--- config.mk ---
export PLATFORM = sky130hd
export DESIGN_NAME = display_scan_ctrl
export DESIGN_NICKNAME = d
export VERILOG_FILES = /design/src/rtl/display_scan_ctrl.sv
export SDC_FILE = /design/constraint.sdc
export NUM_CORES = 1
export LEC_CHECK = 0
export BUFFER_PORTS_ARGS = -buffer_cell sky130_fd_sc_hd__buf_2
export CORE_UTILIZATION = 38
export DETAILED_ROUTE_END_ITERATION = 10
export PLACE_DENSITY_LB_ADDON = 0.1
export SETUP_SLACK_MARGIN = 0.2
export SYNTH_ARGS = -nofsm -noshare
export SYNTH_HDL_FRONTEND = slang
export SYNTH_SLANG_ARGS = --single-unit
--- constraint.sdc ---
create_clock -name i_clk -period 2.5 [get_ports i_clk]
set_clock_uncertainty 0.2 [all_clocks]
set_input_delay 0.25 -clock i_clk [delete_from_list [all_inputs] [get_ports i_clk]]
set_output_delay 0.25 -clock i_clk [all_outputs]
set_load 0.02 [all_outputs]
--- src/rtl/display_scan_ctrl.sv ---
// display_scan_ctrl: picks the hours/minutes source for the BCD/7-segment
// converter, runs the set-time/set-alarm mode machine, blinks the display
// while a value is being entered, and scans the four converter digits onto
// one segment bus with a one-hot digit enable.
module display_scan_ctrl #(
  parameter int SCAN_DIV   = 4,   // clk cycles each digit stays enabled
  parameter int BLINK_DIV  = 8,   // clk cycles per blink half-period
  parameter int ALARM_HOLD = 16   // clk cycles the alarm time is shown
) (
  input  logic        i_clk,
  input  logic        i_reset,
  input  logic [3:0]  i_hours_time,
  input  logic [5:0]  i_mins_time,
  input  logic [3:0]  i_hours_alarm,
  input  logic [5:0]  i_mins_alarm,
  input  logic [3:0]  i_hours_key,
  input  logic [5:0]  i_mins_key,
  input  logic        i_show_alarm,
  input  logic        i_set_time_req,
  input  logic        i_set_alarm_req,
  input  logic        i_confirm,
  input  logic        i_cancel,
  input  logic [13:0] i_hours_disp,
  input  logic [13:0] i_mins_disp,
  output logic [3:0]  o_hours_cur,
  output logic [5:0]  o_mins_cur,
  output logic [6:0]  o_seg,
  output logic [3:0]  o_digit_en,
  output logic [1:0]  o_mode,
  output logic        o_load_new_time,
  output logic        o_load_new_alarm,
  output logic        o_entry_err
);

  localparam int SCAN_W  = (SCAN_DIV   > 1) ? $clog2(SCAN_DIV)   : 1;
  localparam int BLINK_W = (BLINK_DIV  > 1) ? $clog2(BLINK_DIV)  : 1;
  localparam int HOLD_W  = (ALARM_HOLD > 1) ? $clog2(ALARM_HOLD) : 1;

  // Encoding equals the mode output; bit 1 set means a SET state.
  typedef enum logic [1:0] {
    S_SHOW_TIME  = 2'b00,
    S_SHOW_ALARM = 2'b01,
    S_SET_TIME   = 2'b10,
    S_SET_ALARM  = 2'b11
  } state_t;

  state_t               r_state, w_state_next;
  logic [HOLD_W-1:0]    r_hold_cnt, w_hold_next;
  logic [BLINK_W-1:0]   r_blink_cnt, w_blink_next;
  logic                 r_blank, w_blank_next;   // 1 = blink phase off
  logic [SCAN_W-1:0]    r_scan_cnt;
  logic [1:0]           r_digit_idx;
  logic                 w_key_ok;
  logic                 w_load_time, w_load_alarm, w_err;
  logic [6:0]           w_digit_seg;
  logic [3:0]           w_src_hours;
  logic [5:0]           w_src_mins;

  assign w_key_ok = (i_hours_key <= 4'd12) && (i_mins_key <= 6'd59);

  // Next state, alarm-hold counter and commit/error pulses.
  always_comb begin
    // NOTE: every signal gets a default first so no path can infer a latch.
    w_state_next = r_state;
    w_hold_next  = r_hold_cnt;
    w_load_time  = 1'b0;
    w_load_alarm = 1'b0;
    w_err        = 1'b0;
    case (r_state)
      S_SHOW_TIME, S_SHOW_ALARM: begin
        if (r_state == S_SHOW_ALARM) begin
          if (r_hold_cnt == HOLD_W'(ALARM_HOLD - 1)) begin
            w_state_next = S_SHOW_TIME;
            w_hold_next  = '0;
          end else begin
            w_hold_next = r_hold_cnt + 1'b1;
          end
        end
        // Only the set requests and show_alarm apply here; highest wins.
        if (i_set_alarm_req) begin
          w_state_next = S_SET_ALARM;
        end else if (i_set_time_req) begin
          w_state_next = S_SET_TIME;
        end else if (i_show_alarm) begin
          w_state_next = S_SHOW_ALARM;
          w_hold_next  = '0;
        end
      end
      S_SET_TIME, S_SET_ALARM: begin
        if (i_cancel) begin
          w_state_next = S_SHOW_TIME;
        end else if (i_confirm) begin
          if (w_key_ok) begin
            w_state_next = S_SHOW_TIME;
            w_load_time  = (r_state == S_SET_TIME);
            w_load_alarm = (r_state == S_SET_ALARM);
          end else begin
            w_err = 1'b1;
          end
        end
      end
    endcase
  end

  // Blink counter/phase: restart visible on SET entry, forced visible outside SET.
  always_comb begin
    w_blink_next = r_blink_cnt;
    w_blank_next = r_blank;
    if (!w_state_next[1] || !r_state[1]) begin
      w_blink_next = '0;
      w_blank_next = 1'b0;
    end else if (r_blink_cnt == BLINK_W'(BLINK_DIV - 1)) begin
      w_blink_next = '0;
      w_blank_next = ~r_blank;
    end else begin
      w_blink_next = r_blink_cnt + 1'b1;
    end
  end

  // Source for the converter follows the state being entered, so the new
  // source appears together with the new mode.
  always_comb begin
    w_src_hours = i_hours_time;
    w_src_mins  = i_mins_time;
    case (w_state_next)
      S_SHOW_TIME:  begin w_src_hours = i_hours_time;  w_src_mins = i_mins_time;  end
      S_SHOW_ALARM: begin w_src_hours = i_hours_alarm; w_src_mins = i_mins_alarm; end
      S_SET_TIME,
      S_SET_ALARM:  begin w_src_hours = i_hours_key;   w_src_mins = i_mins_key;   end
    endcase
  end

  // Select the converter field for the digit currently being scanned.
  always_comb begin
    w_digit_seg = i_mins_disp[6:0];
    case (r_digit_idx)
      2'd0: w_digit_seg = i_mins_disp[6:0];
      2'd1: w_digit_seg = i_mins_disp[13:7];
      2'd2: w_digit_seg = i_hours_disp[6:0];
      2'd3: w_digit_seg = i_hours_disp[13:7];
    endcase
  end

  // Mode machine, counters and all registered outputs.
  always_ff @(posedge i_clk) begin
    // NOTE: state is updated with non-blocking assignments so every register
    // samples the pre-edge values regardless of statement order.
    if (i_reset) begin
      r_state          <= S_SHOW_TIME;
      r_hold_cnt       <= '0;
      r_blink_cnt      <= '0;
      r_blank          <= 1'b0;
      r_scan_cnt       <= '0;
      r_digit_idx      <= 2'd0;
      o_hours_cur      <= '0;
      o_mins_cur       <= '0;
      o_seg            <= '0;
      o_digit_en       <= '0;
      o_load_new_time  <= 1'b0;
      o_load_new_alarm <= 1'b0;
      o_entry_err      <= 1'b0;
    end else begin
      r_state          <= w_state_next;
      r_hold_cnt       <= w_hold_next;
      r_blink_cnt      <= w_blink_next;
      r_blank          <= w_blank_next;
      o_hours_cur      <= w_src_hours;
      o_mins_cur       <= w_src_mins;
      o_load_new_time  <= w_load_time;
      o_load_new_alarm <= w_load_alarm;
      o_entry_err      <= w_err;
      // Scan runs in every state and ignores mode changes.
      if (r_scan_cnt == SCAN_W'(SCAN_DIV - 1)) begin
        r_scan_cnt  <= '0;
        r_digit_idx <= r_digit_idx + 2'd1;
      end else begin
        r_scan_cnt <= r_scan_cnt + 1'b1;
      end
      // seg and digit_en share one stage so they never disagree; blanking
      // uses the phase of the cycle the outputs are shown in.
      o_seg      <= w_blank_next ? 7'd0 : w_digit_seg;
      o_digit_en <= w_blank_next ? 4'd0 : (4'b0001 << r_digit_idx);
    end
  end

  assign o_mode = r_state;

endmodule
### Word level (Yosys, flattened, before mapping)

Index checks and enable logic that the tools add are counted.

* bits in registers: 38
* input bits: 65
* output and inout bits: 26
* logic and storage cells: 71

* add/sub/neg operators: 4
* $lt $le $gt $ge: 2
* eq/ne operators: 12
* shifts and indexed selects: 1
* muxes and demuxes: 20
* bitwise logic cells: 4
* reductions and logical operators: 15

Operators with widths (count)
* case mux 7 bit (4 select lines): 1
* 2-to-1 mux 4 bit: 5
* case mux 6 bit (3 select lines): 1
* 2-to-1 mux 2 bit: 8
* equality test 2 bit, second input constant: 7
* case mux 4 bit (3 select lines): 1
* OR reduction 2 bit: 5
* equality test 2 x 1 -> 1 bit, second input constant: 3
* <= comparator 6 bit, second input constant: 1
* logical NOT 2 bit: 3
* OR reduction 5 bit: 1
* adder 2 x 1 -> 2 bit, second input constant: 2
* adder 4 x 1 -> 4 bit, second input constant: 1
* equality test 4 bit, second input constant: 1
* <= comparator 4 bit, second input constant: 1
* inverter 1 bit: 4
* case mux 2 bit (2 select lines): 1
* OR reduction 4 bit: 1
* left shift 1 x 2 -> 4 bit, first input constant: 1
* adder 3 x 1 -> 3 bit, second input constant: 1
* equality test 3 bit, second input constant: 1
* 2-to-1 mux 1 bit: 3
* OR reduction 3 bit: 1
* logical NOT 1 bit: 2
* other kinds (2): 2

### Logic depth before layout (Yosys ltp)

Gate-level depths: netlist of run 1.

* depth in word-level cells: 11
* depth in mapped cells: 6
* depth with buffers taken out: 6

### Worst setup path after synthesis of run 1

Ideal clock, no wire load.

* path type: reg2reg
* start: register r_hold_cnt[0]
* end: register o_hours_cur[0]
* library setup time: 133 ps
* arrival time: 1438 ps
* data required time: 2167 ps
* slack: 729 ps
* stages on the path, launching flop included: 7
* path buffers: 1
* period minus slack after synthesis: 1771 ps
* cells stage by stage: dfxtp_1 -> ha_1 -> nand3_1 -> a311oi_2 -> buf_6 -> mux2i_1 -> a21oi_1

* cells in the longest elaborated chain, start to end: 10
* elaborated cells between the ends (all ways): 13
* classes of those cells: 4 x eq/ne; 7 x mux; 2 x reduce/logical

Ends and longest elaborated chain
* start: declaration: RTL line 48 `logic [HOLD_W-1:0] r_hold_cnt, w_hold_next;`
* start signal: assignment: RTL line 164 `r_hold_cnt <= w_hold_next;`
* equality test 4 bit *: RTL line 72 `if (r_hold_cnt == HOLD_W'(ALARM_HOLD - 1)) begin`
* 2-to-1 mux 2 bit *: RTL line 72
* 2-to-1 mux 2 bit *: RTL line 71 `if (r_state == S_SHOW_ALARM) begin`
* 2-to-1 mux 2 bit *: RTL line 84 `end else if (i_show_alarm) begin`
* 2-to-1 mux 2 bit *: RTL line 82 `end else if (i_set_time_req) begin`
* 2-to-1 mux 2 bit *: RTL line 80 `if (i_set_alarm_req) begin`
* case mux 2 bit (2 select lines) *: RTL line 69 `case (r_state)`
* equality test 2 bit: RTL line 125 `case (w_state_next)`
* OR reduction 2 bit: RTL line 125
* case mux 4 bit (3 select lines) *: RTL line 125
* end signal: assignment: RTL line 167 `o_hours_cur <= w_src_hours;`
* end: declaration: RTL line 25 `output logic [3:0] o_hours_cur,`

Every way passes the cells marked *; elsewhere a longest branch is shown, timed or not.
A chain may end at the register's enable or synchronous reset.

### Worst setup path after layout of run 1

* start: register r_hold_cnt[0]
* end: register o_mins_cur[2]

* cells in the longest elaborated chain, start to end: 10
* elaborated cells between the ends (all ways): 13
* classes of those cells: 4 x eq/ne; 7 x mux; 2 x reduce/logical

Ends and longest elaborated chain
* equality test 4 bit *: RTL line 72
* 2-to-1 mux 2 bit *: RTL line 72
* 2-to-1 mux 2 bit *: RTL line 71
* 2-to-1 mux 2 bit *: RTL line 84
* 2-to-1 mux 2 bit *: RTL line 82
* 2-to-1 mux 2 bit *: RTL line 80
* case mux 2 bit (2 select lines) *: RTL line 69
* equality test 2 bit: RTL line 125
* OR reduction 2 bit: RTL line 125
* case mux 6 bit (3 select lines) *: RTL line 125
* end signal: assignment: RTL line 168 `o_mins_cur <= w_src_mins;`
* end: declaration: RTL line 26 `output logic [5:0] o_mins_cur,`

Marked as above.

==> qor.yml, run 1 <==
setup_tns_ns: 0
wirelength_mm: 3.840
io_buffers: 90
dieHeight_microns: 67.63
synthToLayoutAreaGrowth_pct: 40.06
clk_latency_ns: 0.29
synth_cell_types: 33
p_seq_share_pct: 48.3
cts_made_buffers: 5
syn_avg_cell_area_sq_um: 9.627
switchingPower_uw: 382.6
hold_viol: 0
netlist_area_sq_um: 1637
synth_xor_area_share_pct: 1.606
grt_pass1_vias: 1337
drtIter0Drc: 92
synth_mux_area_share_pct: 7.339
ant_nets: 0
outcome: "finished, final reports clean"
r2r_cells: 6
fill_cells: 368
cp-startpoint: "r_hold_cnt[0]"
path_clk_slew_ns: 0.08
combinationalPowerShare_pct: 19.8
critPathMaxFanout: 11
remaining_drc_errors: 0
clk_path_buf_depth: 2
crit_end: "o_mins_cur[2]"
die_width_microns: 67.63
yosys.area_share.simple_pct: 16.21
via_count: 1565
rsz0062_at_grt: "no"
cts-root-buf: "clkbuf_8"
coreArea_sq_um: 4058
htreeDepth: 2
critPathKind: "reg2reg"
fmax_mhz: 534.0
num_antenna_cells: 0
grt_max_degree: 15
synth_top_family_by_area: "compound AO/OA/AOI/OAI gates"
rows: 23
drv_cap: 0
syn_nets: 243
finalWeightedCongestion: 0.6939
power.share.clock_pct: 31.9
grt_pass1_wl_mm: 5.609
cts_resized: 0
final_common_cell: "buf_2"
drt_pre_antenna_iters: 6
synth_compound_area_share_pct: 18.81
wire_per_inst_microns: 12.04
initial_core_util_pct: 40.33
nNetsFinal: 341
p_leak_uw: 0.001110
tightestPinTransition_ns: 0.7520
cp.required_ns: 2.47
relSlewSlack_pct: 49.21
ys_ff_latch: 38
final_max_slew_viol_count: 0
clock_sinks: 38
end_kind: "register"
holdCritPathClass: "in2reg"
peakVddDrop_uv: 347.7
gr-total-overflow: 0
synth_fa_ha_area_share_pct: 6.116
syn_inst: 170
p_int_uw: 991.8
fin_crit_ns: 1.873
dpl.hpwl_mm: 2.842
setup_violations: 0
swShare_pct: 27.84
post_cts_buffers: 0
r2r-end: "o_mins_cur[2]"
setup.worst_path.start_class: "register"
grt_antenna_before_repair: 0
grt_usage_pct: 16.70
p_total_uw: 1374
multiInputGateArea_sq_um: 819.5
yosysWarnings: 0
r2r_slack_ns: 0.63
ios: 91
drive_gt1_share_pct: 38.66
viasPerCell: 4.906
regArea_sq_um: 760.7
worstPathArrival_ns: 1.84
die_area_sq_um: 4573
cts_tree: "yes"
power_density_nw_per_um2: 599.6
period_share_pct: 74.91
seq_area_frac_synth_pct: 46.48
layout_common_cells: "90 x buf_2, 38 x dfxtp_1, 22 x a21oi_1"
regToRegStartpoint: "r_hold_cnt[0]"
-- critical path: stages (launching register included) --
cell	delay, ns
dfxtp_1	0.39
ha_1	0.21
nand3_1	0.12
a311oi_2	0.27
buf_4	0.26
mux2i_1	0.21
a21oi_1	0.08
-- power by group through the flow --
stage | registers (uW) | clock network (uW) | logic (uW)
6_report | 663 | 439 | 272
5_1_grt | 668 | 478 | 302
4_1_cts | 663 | 449 | 274
3_5_place_dp | 677 | 0 | 265
3_3_place_gp | 677 | 0 | 266
2_1_floorplan | 716 | 0 | 122
-- how the worst min path moves through the flow --
stage	endpoint	slack, ns	depth (start not counted)	from
2_1_floorplan	o_entry_err	0.17	2	i_confirm
3_3_place_gp	r_scan_cnt[0]	0.21	1	r_scan_cnt[0]
3_5_place_dp	r_scan_cnt[0]	0.21	1	r_scan_cnt[0]
4_1_cts	o_seg[5]	0.003	3	i_mins_disp[5]
5_1_grt	o_entry_err	0.03	3	i_confirm
6_report	o_entry_err	0.01	3	i_confirm
-- flip-flops by register name, indices dropped and copies added (netlist names) --
signal and count:
r_blank 1, o_load_new_time 1, o_hours_cur 4, r_digit_idx 2, o_seg 7, o_mins_cur 6, o_digit_en 4, o_mode 2
o_entry_err 1, r_scan_cnt 2, o_load_new_alarm 1, r_hold_cnt 4, r_blink_cnt 3
-- cell families after synthesis --
family / Yosys count
adders and majority gates: 8
AOI/OAI and AO/OA: 45
and+or+nand+nor: 51
muxes: 12
buffers and inverters: 13
xor gates and xnor gates: 3
DFF: 38
-- through the flow --
| step | std cells | instance area, sq um | utilization (%) | hold slack [ns] | worst slack (ns) |
|---|---|---|---|---|---|
| 2_1_floorplan | 170 | 1637 | - | 0.1661 | 0.7295 |
| 3_3_place_gp | 304 | 2127 | 52.42 | 0.2104 | 0.6697 |
| 3_5_place_dp | 304 | 2127 | 52.42 | 0.2089 | 0.6244 |
| 4_1_cts | 318 | 2282 | 56.24 | 0.003131 | 0.6186 |
| 5_1_grt | 319 | 2292 | 56.49 | 0.03098 | 0.4757 |
| 6_report | 319 | 2292 | 56.49 | 0.01034 | 0.6272 |
-- layer usage --
metal,wire length (microns),GRT usage [%],up-vias
li1,-,-,817
met1,1699,19.06,677
met2,1735,28.47,65
met3,350,5.574,6
met4,55,6.383,0
met5,0,0,-
-- final cells by class --
type / count / area share (%)
Tap cell: 50 / 2.729
Multi-Input combinational cell: 119 / 35.75
Inverter: 5 / 0.8188
Clock buffer: 6 / 3.603
Sequential cell: 38 / 33.19
Clock inverter: 2 / 0.5459
Timing Repair Buffer: 99 / 23.36
-- synth_stat cells --
cell type,instances,area [sq um]
and4_1,1,8.760
o41ai_1,1,8.760
clkbuf_1,7,26.28
dfxtp_1,38,760.7
xnor2_1,1,8.760
nand3b_1,1,7.510
mux2i_1,12,120.1
inv_1,5,18.77
a222oi_1,7,70.07
nor4bb_1,1,10.01
buf_6,1,11.26
or2_2,1,6.260
and3b_1,1,8.760
a311oi_2,1,15.01
nor3b_1,3,22.52
and3_1,1,6.260
nand2_1,5,18.77
nand2b_1,1,6.260
nor2_1,19,71.32
nor2b_1,3,18.77
xor2_1,2,17.52
ha_1,8,100.1
o31ai_1,11,82.58
nor3_1,5,25.02
o211ai_1,1,7.510
nor2b_2,1,8.760
nand4_1,1,6.260
or3_1,1,6.260
nand3_1,3,15.01
o21ai_0,1,5.000
and2_1,3,18.77
a21oi_1,22,110.1
a31o_2,1,8.760
-- timing repair --
action | in CTS | in global routing
endpoints found under the hold margin | 6 | 1
hold buffers | 6 | 1
setup endpoints to repair | 0 | 0
Note: power is estimated with default switching activity, not from simulation.
==> inputs of run 2 (changes only) <==
clock period = 1.85 ns   (was 2.5 ns; I/O delays follow)
==> run 2 against run 1 <==
Compared with the run above:
- core utilization grew 12 points
- worst hold slack improved by 0.023 ns
- wire length is 29% higher
- sequential share of layout area fell by 5.3 points
- via count increased by 16%
- clock power is 34% higher
- fmax rose by 12%
- die area stayed put
- critical path type unchanged
- critical endpoint is now o_hours_cur[3]
- largest cell class unchanged
- highest routed layer unchanged
==> qor.yml, run 2 (synthesis results as in run 1) <==
r2r_cells: 6
grt_pass1_wl_mm: 7.272
worstPathArrival_ns: 1.65
gr-total-overflow: 0
cts_made_buffers: 5
cts-root-buf: "clkbuf_8"
cp.required_ns: 1.82
remaining_drc_errors: 0
drive_gt1_share_pct: 42.58
cts_tree: "yes"
multiInputGateArea_sq_um: 922.1
initial_core_util_pct: 40.33
clk_path_buf_depth: 2
outcome: "finished, final reports clean"
crit_chain: "ha_4 -> nand3_4 -> a311oi_4 -> buf_6 -> mux2i_2 -> a21oi_1"
wire_per_inst_microns: 13.72
fill_cells: 311
regArea_sq_um: 777.0
wirelength_mm: 4.939
grt_pass1_vias: 1698
io_buffers: 90
crit_slowest_cell: "dfxtp_4"
grt_max_degree: 15
critPathKind: "reg2reg"
dpl.hpwl_mm: 2.983
drtIter0Drc: 66
nNetsFinal: 382
grt_antenna_before_repair: 0
drv_cap: 0
via_count: 1816
tightestPinTransition_ns: 0.4016
place_inst: 309
setup_violations: 0
setup.worst_path.start_class: "register"
fmax_mhz: 595.7
fin_crit_ns: 1.679
num_antenna_cells: 0
die_area_sq_um: 4573
ant_nets: 0
clock_sinks: 38
largest_reg_flops: 7
holdCritPathClass: "in2reg"
final_max_slew_viol_count: 0
largest_registers: "o_seg x7, o_mins_cur x6"
final_common_cell: "buf_2"
end_kind: "register"
grt_usage_pct: 21.71
period_share_pct: 90.74
rsz0062_at_grt: "yes"
ios: 91
p_leak_uw: 0.001292
largest-register: "o_seg"
power_density_nw_per_um2: 702.2
dieHeight_microns: 67.63
setup_tns_ns: 0
instances_no_fill: 360
drt_pre_antenna_iters: 4
top_usage_layer: "met2"
die_width_microns: 67.63
relSlewSlack_pct: 73.17
htreeDepth: 2
rows: 23
peakVddDrop_uv: 523.4
cpPeakStageDelay_ns: 0.37
use_met3_pct: 5.236
finalWeightedCongestion: 0.7078
critPathMaxFanout: 6
hold_viol: 0
holdPathStages: 3
use_met1_pct: 23.44
viasPerCell: 5.044
clk_latency_ns: 0.29
met2_usage_pct: 39.11
synthToLayoutAreaGrowth_pct: 70.11
layout_common_cells: "90 x buf_2, 36 x dlygate4sd3_1, 33 x dfxtp_1"
path_clk_slew_ns: 0.07
coreArea_sq_um: 4058
## run 2: path summary, 6_finish.rpt
path	slack [ns]	to	start
hold reg to reg	0.23	r_blink_cnt[0]	r_blink_cnt[0]
setup / recovery	0.17	o_hours_cur[3]	r_hold_cnt[0]
setup reg to reg	0.17	o_hours_cur[3]	r_hold_cnt[0]
hold / removal	0.03	o_entry_err	i_mins_key[2]
## run 2: critical path, delay by kind of cell, from the launching register on
family,cells,cell delay (ns)
buffers and inverters,1,0.19
flip-flops,1,0.37
multiplexers,1,0.22
AND/OR/NAND/NOR,1,0.09
AO/OA/AOI/OAI,2,0.35
adder cells (fa/ha/maj),1,0.15
## run 2: power breakdown
group          leakage [uW]  internal (uW)  total, uW  switching [uW]
Sequential         0.000316            870        896            26.8
Combinational      0.000927            237        470             233
Clock             0.0000482            301        588             288
Total               0.00129           1410       1950             548
## run 2: what timing repair did
item | 4_1_cts | 5_1_grt
resized for setup | 11 | 12
hold buffers | 36 | 0
cloned | 1 | 1
endpoints found under the setup margin | 21 | 22
setup buffers | 3 | 2
hold endpoints to repair | 18 | 0
pin swaps | 7 | 6
## run 2: routing by layer
metal	part of all wire (%)	vias up
met1	42	826
li1	-	907
met2	49	76
met5	0	-
met3	7.0	7
met4	1.6	0
## run 2: layout make-up
cell class	count	share of cell area (%)
Multi-Input combinational cell	120	33.12
Timing Repair Buffer	139	32.76
Sequential cell	38	27.91
Clock buffer	7	3.101
Tap cell	50	2.247
Inverter	5	0.6742
Clock inverter	1	0.1798
## run 2: metrics by stage
stage	utilization [%]	hold slack, ns	worst slack, ns	power, uW	area, sq um
after floorplan	-	0.1011	0.2065	1139	1659
after global placement	53.87	0.2100	0.1042	1292	2186
after detailed placement	53.87	0.2107	0.08672	1290	2186
after CTS	66.88	0.004923	0.1022	1958	2714
after global routing	68.61	0.04674	0.09475	2050	2784
final	68.61	0.03310	0.1712	1955	2784
==> inputs of run 3 (changes only) <==
RECOVER_POWER = 100   (was default)
==> run 3 against run 2 <==
Compared with the run above:
- clock-buffer cell count did not move
- critical endpoint unchanged
- global-route usage is the same
- via count down 0.33%
- non-clock buffer count did not move
- total power is 0.58% lower
- worst setup slack worse by 0.0062 ns
==> qor.yml, run 3 (synthesis results as in run 1) <==
path_clk_slew_ns: 0.07
cts-root-buf: "clkbuf_8"
p_total_uw: 1943
fill_cells: 327
final_common_cell: "buf_2"
cts_made_buffers: 5
holdCritPathClass: "in2reg"
outcome: "finished, final reports clean"
relSlewSlack_pct: 73.20
largest_reg_flops: 7
clock_sinks: 38
ant_nets: 0
drt_pre_antenna_iters: 4
drtIter0Drc: 73
hold_viol: 0
clk_path_buf_depth: 2
power_density_nw_per_um2: 708.6
final_max_slew_viol_count: 0
setup_tns_ns: 0
grt_usage_pct: 21.71
initial_core_util_pct: 40.33
crit_slowest_cell: "dfxtp_4"
p_leak_uw: 0.001195
cpPeakStageDelay_ns: 0.37
fmax_mhz: 593.5
viasPerCell: 5.028
worstPathArrival_ns: 1.65
period_share_pct: 91.08
dpl.hpwl_mm: 2.983
setup_violations: 0
io_buffers: 90
clk_latency_ns: 0.29
grt_antenna_before_repair: 0
dieHeight_microns: 67.63
gr-total-overflow: 0
cp.required_ns: 1.82
grt_max_degree: 15
end_kind: "register"
setup.worst_path.start_class: "register"
drive_gt1_share_pct: 33.23
coreArea_sq_um: 4058
nNetsFinal: 382
rows: 23
remaining_drc_errors: 0
fin_crit_ns: 1.685
synthToLayoutAreaGrowth_pct: 67.58
wire_per_inst_microns: 13.69
wirelength_mm: 4.928
crit_chain: "ha_4 -> nand3_4 -> a311oi_4 -> buf_6 -> mux2i_2 -> a21oi_1"
finalWeightedCongestion: 0.7078
via_count: 1810
htreeDepth: 2
peakVddDrop_uv: 523.1
die_area_sq_um: 4573
die_width_microns: 67.63
tightestPinTransition_ns: 0.4011
num_antenna_cells: 0
critPathKind: "reg2reg"
critPathMaxFanout: 6
ios: 91
cts_tree: "yes"
rsz0062_at_grt: "yes"
whs_ns: 0.03409
largest-register: "o_seg"
largest_registers: "o_seg x7, o_mins_cur x6"
grt_pass1_vias: 1698
drv_cap: 0
grt_pass1_wl_mm: 7.272
layout_common_cells: "65 x buf_2, 36 x dlygate4sd3_1, 34 x dfxtp_1"
-- run 3: changes by cell type in the layout (fill, tap and decap cells not counted), moves of 2 or more --
cell,previous run,this run
clkbuf_1,1,27
buf_2,90,65
and2_0,0,2
and2_1,3,1
-- run 3: path summary, 6_finish.rpt --
check / from / to / slack (ns) / depth (start not counted)
max: r_hold_cnt[0] / o_hours_cur[3] / 0.17 / 6
min: i_mins_key[2] / o_entry_err / 0.03 / 3
max reg2reg: r_hold_cnt[0] / o_hours_cur[3] / 0.17 / 6
min reg2reg: r_blink_cnt[0] / r_blink_cnt[0] / 0.23 / 1
-- run 3: final cells by class --
type	instances	area, sq um	share of cell area [%]
Clock buffer	7	86.33	3.148
Inverter	5	18.77	0.6843
Timing Repair Buffer	139	877.1	31.98
Sequential cell	38	773.2	28.19
Clock inverter	1	5.005	0.1825
Multi-Input combinational cell	120	919.6	33.53
Tap cell	50	62.56	2.281
-- run 3: what timing repair did --
item	4_1_cts	5_1_grt
buffers inserted	3	2
hold buffers	36	0
gates cloned	1	1
pin swaps	7	6
hold endpoints to repair	18	0
setup endpoints to repair	21	22
gates resized for setup	11	12
-- run 3: worst max-delay path, delay by kind of cell (launching register included) --
family,cells,cell delay [ns]
fa+ha+maj,1,0.15
buf+inv,1,0.19
compound gates,2,0.35
flops,1,0.37
mux,1,0.22
simple gates,1,0.09
-- run 3: routing by layer --
metal	share of wire (%)	vias to the layer above	track usage [%]
met5	0	-	0
met4	1.1	0	10.37
met3	6.8	5	5.236
met2	50	70	39.11
met1	42	827	23.44
li1	-	908	-
-- run 3: per-stage QoR --
stage / utilization (%) / std cells / area (sq um) / setup WS [ns]
after floorplan: - / 170 / 1659 / 0.2065
after global routing: 67.59 / 360 / 2743 / 0.06594
final: 67.59 / 360 / 2743 / 0.1650
after detailed placement: 53.87 / 309 / 2186 / 0.08672
after global placement: 53.87 / 309 / 2186 / 0.1042
after CTS: 66.88 / 357 / 2714 / 0.1022
-- run 3: power breakdown --
part / switching, uW / leakage [uW] / internal [uW]
combinational: 233 / 0.000831 / 224
sequential: 27.9 / 0.000315 / 871
clock: 286 / 0.0000482 / 301
